<file path="src/rtl/csb_pkg.sv">
// ----------------------------------------------------------------------------
// Module : csb_pkg
// Brief  : Op codes, engine indices, FSM encoding and op decode for cmd_sched.
// Rev    : 1.0  initial release
// ----------------------------------------------------------------------------
`default_nettype none

package csb_pkg;

   localparam logic [2:0] OP_CONV1X1   = 3'b001;
   localparam logic [2:0] OP_CONV3X3   = 3'b010;
   localparam logic [2:0] OP_POOL3X3   = 3'b011;
   localparam logic [2:0] OP_POOL13X13 = 3'b100;

   localparam int ENG_CONV = 0;
   localparam int ENG_P3   = 1;
   localparam int ENG_P13  = 2;
   localparam int NUM_ENG  = 3;

   localparam logic [1:0] S_IDLE   = 2'd0;
   localparam logic [1:0] S_DECODE = 2'd1;
   localparam logic [1:0] S_BUSY   = 2'd2;
   localparam logic [1:0] S_DONE   = 2'd3;

   // One-hot engine select; all-zero marks an illegal op.
   function automatic logic [NUM_ENG-1:0] op_eng_sel(input logic [2:0] op);
      logic [NUM_ENG-1:0] sel;
      sel = '0;
      case (op)
         OP_CONV1X1, OP_CONV3X3: sel[ENG_CONV] = 1'b1;
         OP_POOL3X3:             sel[ENG_P3]   = 1'b1;
         OP_POOL13X13:           sel[ENG_P13]  = 1'b1;
         default:                sel           = '0;
      endcase
      return sel;
   endfunction

endpackage

`default_nettype wire

</file>
<file path="src/rtl/cmd_fifo.sv">
// ----------------------------------------------------------------------------
// Module : cmd_fifo
// Brief  : Synchronous command FIFO with first-word fall-through read data.
// Rev    : 1.0  initial release
// ----------------------------------------------------------------------------
`default_nettype none

module cmd_fifo #(
   parameter int WIDTH = 8,
   parameter int DEPTH = 8
) (
   input  logic             clk,
   input  logic             rst,
   input  logic             push,
   input  logic             pop,
   input  logic [WIDTH-1:0] data_in,
   output logic [WIDTH-1:0] data_out,
   output logic             full,
   output logic             empty
);

   localparam int PW = $clog2(DEPTH);

   logic [PW:0]      r_wptr;
   logic [PW:0]      r_rptr;
   logic [WIDTH-1:0] r_mem [DEPTH];
   logic             w_do_push;
   logic             w_do_pop;

   assign empty     = (r_wptr == r_rptr);
   assign full      = (r_wptr[PW] != r_rptr[PW]) && (r_wptr[PW-1:0] == r_rptr[PW-1:0]);
   assign w_do_pop  = pop & ~empty;
   // A pop in the same cycle frees the slot, so a push while full still lands.
   assign w_do_push = push & (~full | w_do_pop);
   assign data_out  = r_mem[r_rptr[PW-1:0]];

   always_ff @(posedge clk or posedge rst) begin
      if (rst) begin
         r_wptr <= '0;
         r_rptr <= '0;
      end else begin
         if (w_do_push) r_wptr <= r_wptr + (PW+1)'(1);
         if (w_do_pop)  r_rptr <= r_rptr + (PW+1)'(1);
      end
   end

   always_ff @(posedge clk) begin
      if (w_do_push) r_mem[r_wptr[PW-1:0]] <= data_in;
   end

endmodule

`default_nettype wire

</file>
<file path="src/rtl/cmd_sched.sv">
// ----------------------------------------------------------------------------
// Module : cmd_sched
// Brief  : Queued command scheduler: decode, engine go/done, DMA enables, watchdog.
// Rev    : 1.0  initial release
// ----------------------------------------------------------------------------
`default_nettype none

module cmd_sched
   import csb_pkg::*;
#(
   parameter int AW      = 32,
   parameter int LW      = 8,
   parameter int DEPTH   = 8,
   parameter int TIMEOUT = 65535,
   parameter int CNTW    = 16
) (
   input  logic            clk,
   input  logic            rst,
   input  logic            cmd_valid,
   output logic            cmd_ready,
   input  logic [2:0]      cmd_op,
   input  logic [AW-1:0]   cmd_raddr,
   input  logic [AW-1:0]   cmd_waddr,
   input  logic [LW-1:0]   cmd_len,
   output logic [2:0]      eng_go,
   input  logic [2:0]      eng_done,
   output logic            conv_k3,
   output logic            dma_re,
   output logic            dma_we,
   output logic            dma_aux_re,
   output logic            dma_aux_we,
   output logic [AW-1:0]   r_addr,
   output logic [LW-1:0]   r_len,
   output logic [AW-1:0]   w_addr,
   output logic            busy,
   output logic            irq,
   output logic            err,
   output logic [CNTW-1:0] done_cnt
);

   localparam int          FW        = 3 + 2*AW + LW;
   localparam logic [31:0] c_WD_LAST = 32'(TIMEOUT - 1);

   logic [1:0]    r_state;
   logic [2:0]    r_op;
   logic [31:0]   r_wd;
   logic          w_full;
   logic          w_empty;
   logic          w_push;
   logic          w_pop;
   logic [FW-1:0] w_fifo_in;
   logic [FW-1:0] w_fifo_out;
   logic [2:0]    w_sel;
   logic          w_done_hit;
   logic          w_wd_expire;

   assign cmd_ready   = ~w_full;
   assign w_push      = cmd_valid & cmd_ready;
   assign w_pop       = (r_state == S_IDLE) & ~w_empty;
   assign w_fifo_in   = {cmd_op, cmd_raddr, cmd_waddr, cmd_len};
   assign busy        = (r_state != S_IDLE) | ~w_empty;
   assign w_sel       = op_eng_sel(r_op);
   assign w_done_hit  = |(eng_done & eng_go);
   assign w_wd_expire = (TIMEOUT != 0) && (r_wd == c_WD_LAST);

   cmd_fifo #(
      .WIDTH (FW),
      .DEPTH (DEPTH)
   ) u_fifo (
      .clk      (clk),
      .rst      (rst),
      .push     (w_push),
      .pop      (w_pop),
      .data_in  (w_fifo_in),
      .data_out (w_fifo_out),
      .full     (w_full),
      .empty    (w_empty)
   );

   always_ff @(posedge clk or posedge rst) begin
      if (rst) begin
         r_state    <= S_IDLE;
         r_op       <= '0;
         r_wd       <= '0;
         r_addr     <= '0;
         r_len      <= '0;
         w_addr     <= '0;
         eng_go     <= '0;
         conv_k3    <= 1'b0;
         dma_re     <= 1'b0;
         dma_we     <= 1'b0;
         dma_aux_re <= 1'b0;
         dma_aux_we <= 1'b0;
         irq        <= 1'b0;
         err        <= 1'b0;
         done_cnt   <= '0;
      end else begin
         irq <= 1'b0;
         err <= 1'b0;
         case (r_state)
            S_IDLE: begin
               if (!w_empty) begin
                  {r_op, r_addr, w_addr, r_len} <= w_fifo_out;
                  r_state <= S_DECODE;
               end
            end
            S_DECODE: begin
               if (w_sel == 3'b000) begin
                  err     <= 1'b1;
                  r_state <= S_IDLE;
               end else begin
                  eng_go     <= w_sel;
                  conv_k3    <= (r_op == OP_CONV3X3);
                  dma_re     <= (r_op == OP_CONV1X1);
                  dma_we     <= (r_op == OP_CONV1X1);
                  dma_aux_re <= (r_op != OP_CONV1X1);
                  dma_aux_we <= (r_op != OP_CONV1X1);
                  r_wd       <= '0;
                  r_state    <= S_BUSY;
               end
            end
            S_BUSY: begin
               // Completion is checked first so it wins over a coincident expiry.
               if (w_done_hit || w_wd_expire) begin
                  eng_go     <= '0;
                  conv_k3    <= 1'b0;
                  dma_re     <= 1'b0;
                  dma_we     <= 1'b0;
                  dma_aux_re <= 1'b0;
                  dma_aux_we <= 1'b0;
                  if (w_done_hit) begin
                     irq      <= 1'b1;
                     done_cnt <= done_cnt + CNTW'(1);
                     r_state  <= S_DONE;
                  end else begin
                     err     <= 1'b1;
                     r_state <= S_IDLE;
                  end
               end else begin
                  r_wd <= r_wd + 32'd1;
               end
            end
            S_DONE: begin
               r_state <= S_IDLE;
            end
            default: begin
               r_state <= S_IDLE;
            end
         endcase
      end
   end

endmodule

`default_nettype wire
</file>
<file path="config.mk">
export PLATFORM = sky130hd
export DESIGN_NAME = cmd_sched
export DESIGN_NICKNAME = d
export VERILOG_FILES = /design/src/rtl/csb_pkg.sv /design/src/rtl/cmd_fifo.sv /design/src/rtl/cmd_sched.sv
export SDC_FILE = /design/constraint.sdc
export NUM_CORES = 1
export LEC_CHECK = 0
export BUFFER_PORTS_ARGS = -buffer_cell sky130_fd_sc_hd__buf_2
export CORE_UTILIZATION = 30
export CTS_BUF_LIST = sky130_fd_sc_hd__clkbuf_4 sky130_fd_sc_hd__clkbuf_8
export CTS_CLUSTER_SIZE = 10
export DETAILED_ROUTE_END_ITERATION = 10
export MAX_ROUTING_LAYER = met4
export PLACE_DENSITY = 0.55
export SLEW_MARGIN = 20
export SYNTH_ARGS = -nofsm -noshare
export SYNTH_HDL_FRONTEND = slang
export SYNTH_SLANG_ARGS = --single-unit
</file>
<file path="constraint.sdc">
create_clock -name clk -period 7.94 [get_ports clk]
set_clock_uncertainty 0.2 [all_clocks]
set_input_delay 2.382 -clock clk [delete_from_list [all_inputs] [get_ports clk]]
set_output_delay 2.382 -clock clk [all_outputs]
set_load 0.03 [all_outputs]
</file>
==> metrics.txt <==
status finished, final reports clean; Placed Area 0.03123 mm²; Static Leak 11.63 nW; r2r endpoint u_fifo.r_mem[3][19]$_DFFE_PP_; critical path startpoint category flop; Cell Pwr Density 264.3 mW/mm²; clock transition at the registers of the reported paths 0.06 ns; vias per inst 4.734; Final #Nets 1845; drt wl/cell 20.66 µm; syn_nets 1600; Setup violations, final 0; CP required 5.36 ns; Worst Setup SP u_fifo.r_rptr[1]$_DFFE_PP0P_; Non-Filler Cell Area, Final 0.03392 mm²; clk sinks 741; count of final hold-check violations 0; worst hold slack 0.2659 ns; worst slew pin tran 0.9706 ns; setup slack at placement 2.791 ns; fillers 8911; die area 0.09721 mm²; largest net degree at the start of global routing 102; Initial Util 30.30%; Reg2Reg Depth 5; Area Growth Syn to Fin 17.80%; sequential area share after synthesis 74.84%; post-route worst setup slack 2.531 ns; Top FF cell, synth edfxtp_1; Die X 311.8 µm; slew margin rel. 35.29%; All-Layer GR Usage 13.77%; CTS tree built; max_cap viols 0; IO Count 181; worst r2r src u_fifo.r_rptr[1]$_DFFE_PP0P_; Post-Synthesis Cells 1511; Worst Path Max Fanout 46; H-Tree Depth 3; Via Count 14870; initial antenna violation count 29; post-synthesis register bit count 741; ANT nets after route 0; total negative slack 0 ns; Crit Path Category reg2out; Peak Freq 0.1849 GHz; Post-Syn Area 0.02879 mm²; crit path DAT 2.83 ns; post-detail-place hpwl 39070 µm; Placer Congestion 0.8013; DRC Markers 0; unrepaired setup endpoints after global routing no; Worst R2R Setup Slack 3.99 ns; layout cell share with drive strength beyond 1 32.28%; hold_buf cts 0; Die Y-Extent 311.8 µm; vias in the first global route 15780; Tmin final 5.409 ns; Mapped Avg Cell Area 19.05 µm²; Starting DRT DRC Count 886; clock buffer count from CTS 121; Post-Route WL 64900 µm; Final Cycle Share 68.12%; first-pass GRT wire length 98640 µm; DR pass1 iterations 5; post-synthesis cell type count 60; worst skew pair latency 0.74 ns; CP Capture Type output port; max-slew violations 0; synth warn 0; core area 0.09501 mm²; Post-synth EDFFs 600; Power Total 8.962 mW; row count 113; Longest Clk Path Bufs 3; worst vdd rail ir drop 0.1336 mV; Worst Hold Class reg2reg; CTS Root Cell clkbuf_8; total gr overflow 0; post-CTS setup buffer count 0; IO Port Bufs 180; Post-synth ARST share 19.03%; Critical Path End busy; Post-CTS Resized 0
[cell usage in the layout (no fill, tap or decap), drive strengths merged, types with 5 or more instances in the layout]
| cell type | count |
|---|---|
| edfxtp | 600 |
| buf | 207 |
| clkbuf | 183 |
| mux4 | 150 |
| dfrtp | 141 |
| nand2 | 105 |
| o21ai | 79 |
| mux2i | 75 |
| clkinv | 32 |
| nor2 | 24 |
| nand3 | 22 |
| nand4 | 19 |
| diode | 18 |
| and3 | 18 |
| o211ai | 17 |
| xnor2 | 16 |
| nor3 | 15 |
| nor4 | 13 |
| a22o | 12 |
| inv | 12 |
| mux2 | 11 |
| xor2 | 9 |
| and2 | 9 |
| nand2b | 8 |
| ha | 8 |
| bufinv | 8 |
| or4 | 8 |
| and4 | 7 |
| o221ai | 6 |
| a221o | 5 |
[state kept, by name, indices dropped and copies added (netlist names)]
signal	cells
conv_k3	1
dma_aux_we	1
dma_we	1
done_cnt	16
eng_go	3
err	1
irq	1
r_addr	32
r_len	8
r_op	3
r_state	2
r_wd	32
u_fifo.r_mem	600
u_fifo.r_rptr	4
u_fifo.r_wptr	4
w_addr	32
[synthesized netlist by cell type (all sizes together) (2+ instances only)]
master	n	area (µm²)
and3	18	112.6
nand3	22	115.1
o41ai	2	17.52
a221o	5	50.05
edfxtp	600	18020
o221ai	6	52.55
nor4	13	87.58
mux4	150	3378
or4	8	63.81
nor3	15	75.07
o311ai	2	17.52
a31oi	2	12.51
a21o	2	15.01
inv	8	30.03
a21boi	2	18.77
mux2i	75	750.7
nand4b	2	17.52
nand2	105	396.6
nor4b	3	26.28
o211ai	17	127.6
clkbuf	57	214.0
mux2	11	123.9
dfrtp	141	3528
o31ai	3	22.52
xnor2	16	140.1
nor2	24	90.09
a22o	12	105.1
ha	8	100.1
nor2b	4	25.02
or2	2	12.51
xor2	9	78.83
and4	7	61.31
buf	28	140.1
a211o	4	35.03
nand2b	8	50.05
o21ai	79	399.1
nand4	19	118.9
and2	9	56.30
[where the power goes]
part | switching [mW] | leakage (nW) | internal (mW)
sequential | 0.0958 | 7.35 | 4.68
clock | 1.52 | 1.40 | 2.02
combinational | 0.455 | 2.89 | 0.188
total | 2.07 | 11.6 | 6.89
[worst max-delay path, cell delays in order, from the launching register on]
cell and delay, ns:
dfrtp_4 1.03, xnor2_1 0.22, nand4b_1 0.23, or2_2 0.40
buf_2 0.20
[area by class of cell]
type | count | area, µm² | share of cell area [%]
Antenna cell | 18 | 45.04 | 0.1328
Clock buffer | 183 | 2181 | 6.430
Clock inverter | 43 | 444.2 | 1.310
Inverter | 9 | 38.79 | 0.1144
Multi-Input combinational cell | 676 | 6943 | 20.47
Sequential cell | 741 | 21560 | 63.56
Tap cell | 1265 | 1583 | 4.667
Timing Repair Buffer | 207 | 1124 | 3.313
[per-stage QoR]
| step | cells | util [%] |
|---|---|---|
| 2_1_floorplan | 1511 | - |
| 3_3_place_gp | 2897 | 32.84 |
| 3_5_place_dp | 2898 | 32.87 |
| 4_1_cts | 3124 | 35.64 |
| 5_1_grt | 3140 | 35.69 |
| 6_report | 3142 | 35.70 |
[metal layers]
layer | GRT usage [%] | part of all wire [%] | vias up
met5 | - | 0 | -
met4 | 4.055 | 2.2 | 0
met3 | 3.680 | 6.5 | 128
met2 | 21.30 | 48 | 451
met1 | 17.72 | 44 | 7664
li1 | - | - | 6630
[cells by family after synthesis]
logic type / share of synthesized area [%]
XOR/XNOR: 0.7605
AND/OR/NAND/NOR: 4.628
flip-flops: 74.84
buffers and inverters: 1.347
adder cells (fa/ha/maj): 0.3477
multiplexers: 14.77
AO/OA/AOI/OAI: 3.307
[how the worst min path moves through the flow]
stage               cells past startpoint                         start                            to
floorplan                               1  u_fifo.r_wptr[3]$_DFFE_PP0P_  u_fifo.r_wptr[3]$_DFFE_PP0P_
CTS                                     1      done_cnt[15]$_DFFE_PP0P_      done_cnt[15]$_DFFE_PP0P_
global placement                        1      done_cnt[15]$_DFFE_PP0P_      done_cnt[15]$_DFFE_PP0P_
detailed placement                      1      done_cnt[15]$_DFFE_PP0P_      done_cnt[15]$_DFFE_PP0P_
finish                                  1      done_cnt[15]$_DFFE_PP0P_      done_cnt[15]$_DFFE_PP0P_
global route                            1      done_cnt[15]$_DFFE_PP0P_      done_cnt[15]$_DFFE_PP0P_
Power figures use the tool's default switching activity.
